### config.mk
export PLATFORM = sky130hd
export DESIGN_NAME = onehot_encoder
export DESIGN_NICKNAME = d
export VERILOG_FILES = /design/src/rtl/onehot_encoder.sv
export SDC_FILE = /design/constraint.sdc
export NUM_CORES = 1
export LEC_CHECK = 0
export CORE_MARGIN = 8
export CORE_UTILIZATION = 40
export DETAILED_ROUTE_END_ITERATION = 8
export HOLD_SLACK_MARGIN = 0.03
export PLACE_DENSITY = 0.73
export SYNTH_ARGS = -nofsm -noshare
export SYNTH_HDL_FRONTEND = slang
export SYNTH_SLANG_ARGS = --single-unit
### constraint.sdc
create_clock -name clk -period 8.7 [get_ports clk]
set_clock_uncertainty 0.15 [all_clocks]
set_input_delay 2.175 -clock clk [delete_from_list [all_inputs] [get_ports clk]]
set_output_delay 2.175 -clock clk [all_outputs]
set_load 0.005 [all_outputs]
### src/rtl/onehot_encoder.sv
// onehot_encoder: encodes a one-hot input vector into the index of its lowest
// set bit. Vectors that are all-zero or multi-hot are flagged with out_err.
// Results pass through a 2-entry FIFO with valid/ready handshakes on both
// sides. With FIFO empty, a result appears on the cycle after it is accepted.
// Optional feature: define ONEHOT_ENCODER_ERRCNT_EN to enable err_cnt. It is a
// saturating count of accepted erroneous vectors. When the macro is undefined,
// err_cnt is tied to zero.
module onehot_encoder #(
    parameter int WIDTH = 8,
    parameter int IDX_W = $clog2(WIDTH)
) (
    input  logic             clk,
    input  logic             rst_n,
    input  logic             in_valid,
    output logic             in_ready,
    input  logic [WIDTH-1:0] in_vec,
    output logic             out_valid,
    input  logic             out_ready,
    output logic [IDX_W-1:0] out_idx,
    output logic             out_err,
    output logic [7:0]       err_cnt
);

    // FIFO entry layout: {err, idx}
    logic [IDX_W:0]   mem_q [2];
    logic             wr_ptr_q, wr_ptr_d;
    logic             rd_ptr_q, rd_ptr_d;
    logic [1:0]       count_q, count_d;
    logic             out_valid_q;
    logic [IDX_W-1:0] out_idx_q;
    logic             out_err_q;

    logic [IDX_W-1:0] enc_idx;
    logic [IDX_W:0]   ones;
    logic             enc_err;
    logic [IDX_W:0]   new_entry;
    logic [IDX_W:0]   head_d;
    logic             push;
    logic             pop;

    // Lowest set bit wins; scanning downward leaves the lowest index last.
    // An all-zero vector falls through to index 0.
    always_comb begin
        enc_idx = '0;
        ones    = '0;
        for (int i = WIDTH - 1; i >= 0; i--) begin
            if (in_vec[i]) begin
                enc_idx = IDX_W'(i);
            end
            ones = ones + {{IDX_W{1'b0}}, in_vec[i]};
        end
        enc_err   = (ones != (IDX_W+1)'(1));
        new_entry = {enc_err, enc_idx};
    end

    // Ready is derived from the registered count only.
    // This keeps in_ready free of any path from out_ready.
    assign in_ready = rst_n && (count_q != 2'd2);
    assign push     = in_valid && in_ready;
    assign pop      = out_valid_q && out_ready;

    // Compute the next pointer and occupancy values.
    // Also select the entry that will be at the head after this edge.
    always_comb begin
        wr_ptr_d = wr_ptr_q ^ push;
        rd_ptr_d = rd_ptr_q ^ pop;
        count_d  = count_q;
        if (push && !pop) begin
            count_d = count_q + 2'd1;
        end else if (!push && pop) begin
            count_d = count_q - 2'd1;
        end
        // If the new head slot is the one being written this edge, bypass the
        // incoming entry. This covers both an empty FIFO and push-with-pop at
        // count 1.
        if (push && (rd_ptr_d == wr_ptr_q)) begin
            head_d = new_entry;
        end else begin
            head_d = mem_q[rd_ptr_d];
        end
    end

    // Store the payload; it needs no reset because count gates its use.
    always_ff @(posedge clk) begin
        if (push) begin
            mem_q[wr_ptr_q] <= new_entry;
        end
    end

    // Update the pointers, count and registered output stage.
    // The output payload holds its last value while the FIFO is empty.
    always_ff @(posedge clk) begin
        if (!rst_n) begin
            wr_ptr_q    <= 1'b0;
            rd_ptr_q    <= 1'b0;
            count_q     <= 2'd0;
            out_valid_q <= 1'b0;
            out_idx_q   <= '0;
            out_err_q   <= 1'b0;
        end else begin
            wr_ptr_q    <= wr_ptr_d;
            rd_ptr_q    <= rd_ptr_d;
            count_q     <= count_d;
            out_valid_q <= (count_d != 2'd0);
            if (count_d != 2'd0) begin
                out_err_q <= head_d[IDX_W];
                out_idx_q <= head_d[IDX_W-1:0];
            end
        end
    end

    assign out_valid = out_valid_q;
    assign out_idx   = out_idx_q;
    assign out_err   = out_err_q;

`ifdef ONEHOT_ENCODER_ERRCNT_EN
    logic [7:0] err_cnt_q;

    // Count accepted erroneous vectors, saturating at 255.
    always_ff @(posedge clk) begin
        if (!rst_n) begin
            err_cnt_q <= 8'd0;
        end else if (push && enc_err && (err_cnt_q != 8'hFF)) begin
            err_cnt_q <= err_cnt_q + 8'd1;
        end
    end

    assign err_cnt = err_cnt_q;
`else
    assign err_cnt = 8'd0;
`endif

endmodule

==> results.json <==
{
  "layout_common_cells": "inv_1 (18), clkdlybuf4s50_1 (17), nor2_1 (10)",
  "rsz0062_at_grt": "no",
  "final_nets": 149,
  "hold_violations": 0,
  "yosysSeqAreaShare_pct": 37.4,
  "startpoint_type": "input pin",
  "leakagePower_nw": 0.566,
  "wl_per_cell_um": 13.7,
  "maxCapViolCount": 0,
  "hold_class": "flip-flop to flip-flop",
  "crit_type": "input pin to primary output",
  "clk_latency_ns": 0.28,
  "maxSlewViolCount": 0,
  "holdPathStages": 1,
  "root_buffer": "clkbuf_4",
  "drt_first_pass_iters": 4,
  "setup_viol": 0,
  "grtUsageTotal_pct": 9.65,
  "tns_ns": 0,
  "synth_area_leader_cell": "edfxtp_1",
  "max_clock_freq_ghz": 0.171,
  "drc_errors": 0,
  "totalWireLength_mm": 2.15,
  "clk_pin_slew_ns": 0.10,
  "cp-end-kind": "primary output",
  "vias_per_cell": 4.94,
  "cp.required_ns": 6.38,
  "cts.path.max_buffers": 2,
  "die_x_um": 69,
  "ios": 26,
  "antennaDiodeCount": 0,
  "area_growth_pct": 17.0,
  "fillCellCount": 260,
  "vias": 775,
  "rr_endpoint": "out_idx[2]",
  "hold_end": "out_idx[2]",
  "min_period_over_period_pct": 67.2,
  "p_per_area_nw_per_um2": 186,
  "place_congestion": 0.771,
  "rrSetupSlack_ns": 6.65,
  "cts.sinks": 17,
  "cts_setup_buffers": 0,
  "hpwl_mm": 1.80,
  "row_count": 19,
  "core_um2": 2710,
  "start_util_pct": 41.5,
  "syn_area_per_cell_um2": 10.5,
  "synth_cell_types": 35,
  "grt_overflow": 0,
  "chipHeight_um": 69,
  "status": "completed",
  "drtIter0Drc": 14,
  "min_from": "out_idx[2]",
  "yosys_warnings": 0,
  "arrival_ns": 3.52,
  "cts_resized": 0,
  "drive_gt1_share_pct": 12.7,
  "portBuffers": 17,
  "syn_inst": 107,
  "layout_commonest_cell": "inv_1",
  "grt_antenna_before_repair": 0,
  "ant_nets": 0,
  "cts_made_buffers": 3,
  "postCtsHoldBufs": 0,
  "max-vdd-ir-drop_v": 0.000122,
  "grt_max_degree": 11,
  "cts_tree": "done",
  "reg2reg_depth": 7,
  "synth_area_leaders": "edfxtp_1 (21%), dfxtp_1 (16%), fa_1 (7.1%)",
  "htreeDepth": 1,
  "syn_area_um2": 1120,
  "grt_pass1_vias": 930,
  "synth-seq-cells": 17,
  "grt_first_pass_wirelength_mm": 3.91,
  "worstReg2RegStart": "count_q[0]",
  "dieArea_um2": 4760,
  "critPathMaxFanout": 6,
  "synth_top_area_share_pct": 21.4,
  "layout_min_cycle_time_ns": 5.84,
  "p_total_mw": 0.244
}
routing by layer:
layer | wire [µm] | share of wire [%] | global-route usage (%)
met3 | 70 | 3.3 | 2.00
met4 | 58 | 2.7 | 7.97
met5 | 0 | 0 | 0
met2 | 1170 | 55 | 16.7
met1 | 849 | 39 | 9.72
synthesized netlist by cell type:
cell type,n
xnor2_1,2
ha_1,6
nor2b_1,1
fa_1,4
or3_1,1
and2_4,1
nand2b_1,1
mux2i_4,1
buf_6,1
a21oi_1,2
mux2_2,4
a311oi_1,1
edfxtp_1,8
nor3_1,1
nor2_1,10
mux2i_1,4
inv_4,1
nand3b_2,1
o211ai_1,1
a221oi_1,1
nand2b_2,1
xnor2_4,1
o31a_1,2
conb_1,1
nand2_1,4
a211oi_1,1
dfxtp_1,9
a31oi_1,2
and2_2,1
and2_1,1
inv_1,18
a2111oi_0,1
and4b_2,1
o2bb2ai_1,4
buf_4,8
final cells by class:
type                            instances  area, µm²  area share, %
Tap cell                               31       38.8           2.95
Inverter                               19       73.8           5.61
Multi-Input combinational cell         69        584           44.4
Clock inverter                          1       5.00          0.381
Sequential cell                        17        420           32.0
Clock buffer                            3       22.5           1.71
Timing Repair Buffer                   17        170           12.9
worst max-delay path by stage:
stage                     to  cells past startpoint  slack [ns]  startpoint
finish              in_ready                      4        2.86       rst_n
global route         out_err                     13        2.73   in_vec[1]
CTS                 in_ready                      4        2.85       rst_n
detailed placement   out_err                     13        2.72   in_vec[1]
global placement     out_err                     13        2.86   in_vec[0]
floorplan            out_err                     12        3.51   in_vec[0]
metrics by stage:
| stage | util (%) | instances | worst slack (ns) | instance area (µm²) | hold slack, ns |
|---|---|---|---|---|---|
| detailed placement | 47.5 | 153 | 2.72 | 1290 | 0.302 |
| floorplan | - | 114 | 3.51 | 1150 | 0.306 |
| global placement | 47.5 | 153 | 2.86 | 1290 | 0.302 |
| global route | 48.5 | 157 | 2.73 | 1320 | 0.348 |
| CTS | 48.5 | 157 | 2.85 | 1320 | 0.327 |
| finish | 48.5 | 157 | 2.86 | 1320 | 0.328 |
power by group:
group / internal [mW] / leakage [nW] / total [mW] / switching, mW
Sequential: 0.0965 / 0.147 / 0.104 / 0.00734
Combinational: 0.0528 / 0.400 / 0.0990 / 0.0462
Clock: 0.0170 / 0.0177 / 0.0414 / 0.0243
Total: 0.166 / 0.565 / 0.244 / 0.0779
worst max-delay path, cell delays in order:
cell and delay, ns:
clkdlybuf4s50_1 0.58, inv_1 0.13, nor2_1 0.12, clkdlybuf4s50_1 0.51
registers in the layout (all words and copies together) (netlist names):
name	flops
out_valid	1
rd_ptr_q	1
count_q	2
wr_ptr_q	1
out_err	1
mem_q	8
out_idx	3
logic make-up after synthesis:
family	Yosys count	share of synthesized area, %
compound gates	15	10.4
fa+ha+maj	10	13.8
mux	9	9.58
flops	17	37.4
other cells	1	0.334
simple gates	24	11.6
buf+inv	28	12.9
xor+xnor	3	4.01
(Power assumes the default switching activity.)
